===== src/rtl/div_iter_pkg.sv =====
// Shared definitions for the iterative divider: FSM state encodings,
// handshake levels and the default operand width.
package div_iter_pkg;

  typedef enum logic [1:0] {
    DivFree   = 2'b00,
    DivByZero = 2'b01,
    DivOn     = 2'b10,
    DivEnd    = 2'b11
  } div_state_t;

  localparam logic DivStart          = 1'b1;
  localparam logic DivStop           = 1'b0;
  localparam logic DivResultReady    = 1'b1;
  localparam logic DivResultNotReady = 1'b0;

  localparam int DivWidthDefault = 32;

endpackage


===== src/rtl/div_iter_step.sv =====
// One restoring-division iteration: shift the partial remainder left,
// bring in the next dividend bit, trial-subtract the divisor and keep
// the difference only when it is non-negative.
module div_iter_step
  import div_iter_pkg::*;
#(
  parameter int WIDTH = DivWidthDefault
) (
  input  logic [WIDTH-1:0] rem_in,
  input  logic             dividend_bit,
  input  logic [WIDTH-1:0] divisor,
  output logic [WIDTH-1:0] rem_out,
  output logic             quot_bit
);

  logic [WIDTH:0] shifted;
  logic [WIDTH:0] diff;

  // Trial subtraction in WIDTH+1 bits; the top bit of diff is the sign.
  always_comb begin
    shifted  = {rem_in, dividend_bit};
    diff     = shifted - {1'b0, divisor};
    quot_bit = ~diff[WIDTH];
    rem_out  = diff[WIDTH] ? shifted[WIDTH-1:0] : diff[WIDTH-1:0];
  end

endmodule


===== src/rtl/div_iter.sv =====
// Multi-cycle restoring divider, one quotient bit per clock. Handles
// signed/unsigned operation, divide-by-zero flagging and annulment of an
// operation in flight. result_o = {remainder, quotient}.
module div_iter
  import div_iter_pkg::*;
#(
  parameter int WIDTH = DivWidthDefault,
  parameter int CNT_W = 6
) (
  input  logic               clk,
  input  logic               rst,
  input  logic               start_i,
  input  logic               annul_i,
  input  logic               signed_div_i,
  input  logic [WIDTH-1:0]   opdata1_i,
  input  logic [WIDTH-1:0]   opdata2_i,
  output logic [2*WIDTH-1:0] result_o,
  output logic               ready_o,
  output logic               dbz_o
);

  localparam logic [CNT_W-1:0] CntLast = CNT_W'(WIDTH);

  div_state_t       state_reg;
  logic [CNT_W-1:0] cnt_reg;
  logic [WIDTH-1:0] dividend_reg;
  logic [WIDTH-1:0] divisor_reg;
  logic [WIDTH-1:0] rem_reg;
  logic [WIDTH-1:0] quot_reg;
  logic             neg_quot_reg;
  logic             neg_rem_reg;

  logic [WIDTH-1:0] rem_next;
  logic             quot_bit_next;
  logic [WIDTH-1:0] op1_mag;
  logic [WIDTH-1:0] op2_mag;
  logic [WIDTH-1:0] quot_fixed;
  logic [WIDTH-1:0] rem_fixed;

  div_iter_step #(.WIDTH(WIDTH)) u_step (
    .rem_in       (rem_reg),
    .dividend_bit (dividend_reg[WIDTH-1]),
    .divisor      (divisor_reg),
    .rem_out      (rem_next),
    .quot_bit     (quot_bit_next)
  );

  // Operand magnitudes for signed mode and the final sign fix-up values.
  always_comb begin
    op1_mag    = (signed_div_i && opdata1_i[WIDTH-1]) ? (~opdata1_i + 1'b1) : opdata1_i;
    op2_mag    = (signed_div_i && opdata2_i[WIDTH-1]) ? (~opdata2_i + 1'b1) : opdata2_i;
    quot_fixed = neg_quot_reg ? (~quot_reg + 1'b1) : quot_reg;
    rem_fixed  = neg_rem_reg  ? (~rem_reg + 1'b1)  : rem_reg;
  end

  // Control FSM, iteration datapath and registered outputs.
  always_ff @(posedge clk or posedge rst) begin
    if (rst) begin
      state_reg    <= DivFree;
      cnt_reg      <= '0;
      dividend_reg <= '0;
      divisor_reg  <= '0;
      rem_reg      <= '0;
      quot_reg     <= '0;
      neg_quot_reg <= 1'b0;
      neg_rem_reg  <= 1'b0;
      result_o     <= '0;
      ready_o      <= DivResultNotReady;
      dbz_o        <= 1'b0;
    end else begin
      case (state_reg)
        DivFree: begin
          result_o <= '0;
          ready_o  <= DivResultNotReady;
          if (start_i == DivStart && !annul_i) begin
            cnt_reg      <= '0;
            dividend_reg <= op1_mag;
            divisor_reg  <= op2_mag;
            rem_reg      <= '0;
            quot_reg     <= '0;
            neg_quot_reg <= signed_div_i & (opdata1_i[WIDTH-1] ^ opdata2_i[WIDTH-1]);
            neg_rem_reg  <= signed_div_i & opdata1_i[WIDTH-1];
            dbz_o        <= 1'b0;
            state_reg    <= (opdata2_i == '0) ? DivByZero : DivOn;
          end
        end
        DivByZero: begin
          result_o <= '0;
          ready_o  <= DivResultNotReady;
          if (annul_i) begin
            state_reg <= DivFree;
          end else begin
            dbz_o     <= 1'b1;
            state_reg <= DivEnd;
          end
        end
        DivOn: begin
          ready_o <= DivResultNotReady;
          if (annul_i) begin
            result_o  <= '0;
            state_reg <= DivFree;
          end else if (cnt_reg != CntLast) begin
            rem_reg      <= rem_next;
            quot_reg     <= {quot_reg[WIDTH-2:0], quot_bit_next};
            dividend_reg <= {dividend_reg[WIDTH-2:0], 1'b0};
            cnt_reg      <= cnt_reg + 1'b1;
          end else begin
            // Fix-up: signed overflow (most-negative / -1) wraps naturally.
            result_o  <= {rem_fixed, quot_fixed};
            dbz_o     <= 1'b0;
            state_reg <= DivEnd;
          end
        end
        DivEnd: begin
          if (start_i == DivStop) begin
            result_o  <= '0;
            ready_o   <= DivResultNotReady;
            state_reg <= DivFree;
          end else begin
            ready_o <= DivResultReady;
          end
        end
        default: state_reg <= DivFree;
      endcase
    end
  end

endmodule

===== config.mk =====
export PLATFORM = sky130hd
export DESIGN_NAME = div_iter
export DESIGN_NICKNAME = d
export VERILOG_FILES = /design/src/rtl/div_iter_pkg.sv /design/src/rtl/div_iter_step.sv /design/src/rtl/div_iter.sv
export SDC_FILE = /design/constraint.sdc
export NUM_CORES = 1
export LEC_CHECK = 0
export BUFFER_PORTS_ARGS = -buffer_cell sky130_fd_sc_hd__buf_4
export CORE_MARGIN = 2
export CORE_UTILIZATION = 45
export CTS_BUF_LIST = sky130_fd_sc_hd__clkbuf_4 sky130_fd_sc_hd__clkbuf_8 sky130_fd_sc_hd__clkbuf_16
export CTS_CLUSTER_DIAMETER = 150
export DETAILED_ROUTE_END_ITERATION = 10
export SYNTH_ARGS = -nofsm -noshare
export SYNTH_HDL_FRONTEND = slang
export SYNTH_SLANG_ARGS = --single-unit

===== constraint.sdc =====
create_clock -name clk -period 10.4 [get_ports clk]
set_input_delay 3.12 -clock clk [delete_from_list [all_inputs] [get_ports clk]]
set_output_delay 3.12 -clock clk [all_outputs]
set_load 0.005 [all_outputs]

==> impl_metrics.env <==
export IMPL_n_antenna_cell=0
export IMPL_cts_root_buffer="clkbuf_16"
export IMPL_fin_tns_setup_ns=0
export IMPL_min_path_cells=2
export IMPL_die_w_um=171
export IMPL_drtIter0Drc=635
export IMPL_max_vdd_ir_drop_mv=0.177
export IMPL_fmax_ghz=0.196
export IMPL_place_area_mm2=0.0138
export IMPL_ys_seq_area_frac=0.407
export IMPL_io_pins=135
export IMPL_routed_wl_um=29900
export IMPL_async_flop_share=1.00
export IMPL_drc=0
export IMPL_syn_nets=1600
export IMPL_grt_pass1_wl_um=49800
export IMPL_drv_cap=0
export IMPL_syn_to_final_growth_pct=15.6
export IMPL_crit_fanout=70
export IMPL_final_layout_size_suffix_gt1_frac=0.132
export IMPL_h_tree_depth=1
export IMPL_largest_register_ffs=64
export IMPL_ys_types=72
export IMPL_post_place_ws_ns=4.76
export IMPL_rr_worst_depth=11
export IMPL_post_cts_buffers=0
export IMPL_status="completed"
export IMPL_grt_usage=0.206
export IMPL_clock_path_buffers=3
export IMPL_synth_avg_cell_area_um2=8.44
export IMPL_syn_inst=1487
export IMPL_crit_type="input port to register"
export IMPL_dpl_hpwl_um=21400
export IMPL_synth_edf_count=0
export IMPL_hold_viol_final=0
export IMPL_dieArea_mm2=0.0293
export IMPL_ys_warn_count=0
export IMPL_setup_slack_ns=5.30
export IMPL_final_antenna_net_count=0
export IMPL_worst_pin_slew_ns=1.18
export IMPL_drv_slew=0
export IMPL_finClkSkew_ns=0.0189
export IMPL_power_density_mw_per_mm2=301
export IMPL_num_vias=10500
export IMPL_cp_data_required_time_ns=10.76
export IMPL_fin_cells=1971
export IMPL_cp_start_kind="input port"
export IMPL_routed_via_density=5.35
export IMPL_initial_core_util=0.454
export IMPL_die_h_um=171
export IMPL_worstSkewPairLatency_ns=0.51
export IMPL_arrival_ns=5.46
export IMPL_wire_per_inst_um=15.1
export IMPL_synth_top_area_frac=0.407
export IMPL_dp_cells=1931
export IMPL_slew_headroom=0.212
export IMPL_rows=61
export IMPL_min_period_ns=5.10
export IMPL_grt_ovfl_total=0
export IMPL_cts_sinks=204
export IMPL_globalplace_congestion=0.872
export IMPL_postCtsResizedCells=0
export IMPL_synth_seq_cells=204
export IMPL_cts_tree="yes"
export IMPL_clk_pin_slew_ns=0.06
export IMPL_synth_area_leaders="dfrtp_1 41%, nand2_1 8.1%, o21ai_0 7.4%"
export IMPL_period_share=0.491
export IMPL_top_register="result_o"
export IMPL_core_area_mm2=0.0276
export IMPL_syn_area_mm2=0.0126
export IMPL_p_leak_nw=6.77
export IMPL_endpoint_kind="register"
export IMPL_grt_max_degree=141
export IMPL_fin_util=0.526
export IMPL_synth_largest_area_cell="dfrtp_1"
export IMPL_antenna_found_initial=0
export IMPL_cts_hold_fix_buffers=0
export IMPL_io_buffer_count=134
export IMPL_design_area_mm2=0.0145
export IMPL_grt_pass1_vias=9836
export IMPL_nets=1691
export IMPL_grt_setup_unrepaired="no"
export IMPL_nFillCells=2717
export IMPL_firstDrtPassIters=5
export IMPL_synthFlopType="dfrtp_1"
export IMPL_hp_class="register to register"
export IMPL_numCtsBuffers=23
export IMPL_finalSetupViolations=0
[cell type report]
type,count,area (um^2),share of cell area
well taps,378,473,0.0326
clock buffers,34,689,0.0475
flip-flops and latches,204,5100,0.352
multi-input cells,1155,6950,0.479
repair buffers,141,1060,0.0729
inverters,53,206,0.0142
clock inverters,6,40.0,0.00276
[cells in the mapped netlist (all sizes together), types with 2 or more instances]
| library cell | count |
|---|---|
| nand2 | 271 |
| o21ai | 218 |
| dfrtp | 204 |
| a21oi | 88 |
| xor2 | 88 |
| nor2 | 72 |
| nand3 | 65 |
| clkbuf | 62 |
| xnor2 | 60 |
| inv | 53 |
| ha | 43 |
| mux2i | 29 |
| o31ai | 24 |
| nor3 | 21 |
| a21o | 16 |
| o41ai | 16 |
| and3 | 14 |
| buf | 13 |
| or3 | 13 |
| nor4 | 12 |
| a31oi | 10 |
| nor2b | 10 |
| or4 | 9 |
| nand2b | 7 |
| and2 | 6 |
| a211oi | 5 |
| nand3b | 5 |
| nand4 | 5 |
| or2 | 5 |
| or4b | 5 |
| o21a | 4 |
| a21boi | 3 |
| o211ai | 3 |
| o221ai | 3 |
| a221o | 2 |
| a32oi | 2 |
| mux2 | 2 |
| o21ba | 2 |
| o21bai | 2 |
| o22ai | 2 |
| o31a | 2 |
[routing by layer]
metal	GRT usage	up-vias	part of all wire
met1	0.314	4889	0.52
met2	0.310	236	0.42
li1	-	5373	-
met3	0.0236	47	0.045
met4	0.0516	0	0.022
met5	0	-	0
[cells in the final DEF (no fill, tap or decap), types with 16 or more instances in the layout]
master and n:
a21o_1 16, a21oi_1 88, buf_4 141, clkbuf_16 23, dfrtp_1 204, ha_1 42
inv_1 52, mux2i_1 29, nand2_1 270, nand3_1 62, nor2_1 71, nor3_1 20
o21ai_0 184, o21ai_1 32, o31ai_1 23, o41ai_1 16, xnor2_1 59, xor2_1 88
[logic make-up (layout without fill, tap and decap cells)]
kind of cell,Yosys count,after routing,synth area share
buf+inv,128,234,0.0421
mux,31,31,0.0249
flops,204,204,0.407
fa+ha+maj,44,44,0.0444
xor+xnor,148,148,0.104
simple gates,524,524,0.192
compound gates,408,408,0.186
[where the power goes]
part	leakage [nW]	switching (W)	internal (W)	total [W]
combinational	3.68	0.00132	0.000974	0.00229
sequential	2.72	0.000272	0.00103	0.00130
clock	0.368	0.000317	0.000458	0.000776
total	6.77	0.00191	0.00246	0.00437
[critical path, stage by stage]
cell     delay (ns)
buf_4          0.09
inv_1          0.08
nand3_2        0.07
buf_4          0.47
or2_2          1.01
nand2_1        0.33
o21ai_0        0.23
a21oi_1        0.06
[metrics by stage]
step	hold slack (ns)	power, W
after CTS	0.485	0.00440
after detailed placement	0.471	0.00360
after floorplan	0.448	0.00304
after global routing	0.494	0.00476
final	0.474	0.00437
after global placement	0.461	0.00357
[path summary, 6_finish.rpt]
path | from | to | slack (ns)
max reg2reg | divisor_reg[0] | rem_reg[10] | 6.14
max in group asynchronous | rst | rem_reg[0] | 6.12
max | annul_i | dividend_reg[28] | 5.30
min | divisor_reg[22] | divisor_reg[22] | 0.47
min in group asynchronous | rst | result_o[36] | 2.83
min reg2reg | divisor_reg[22] | divisor_reg[22] | 0.47
(Power assumes the default switching activity.)
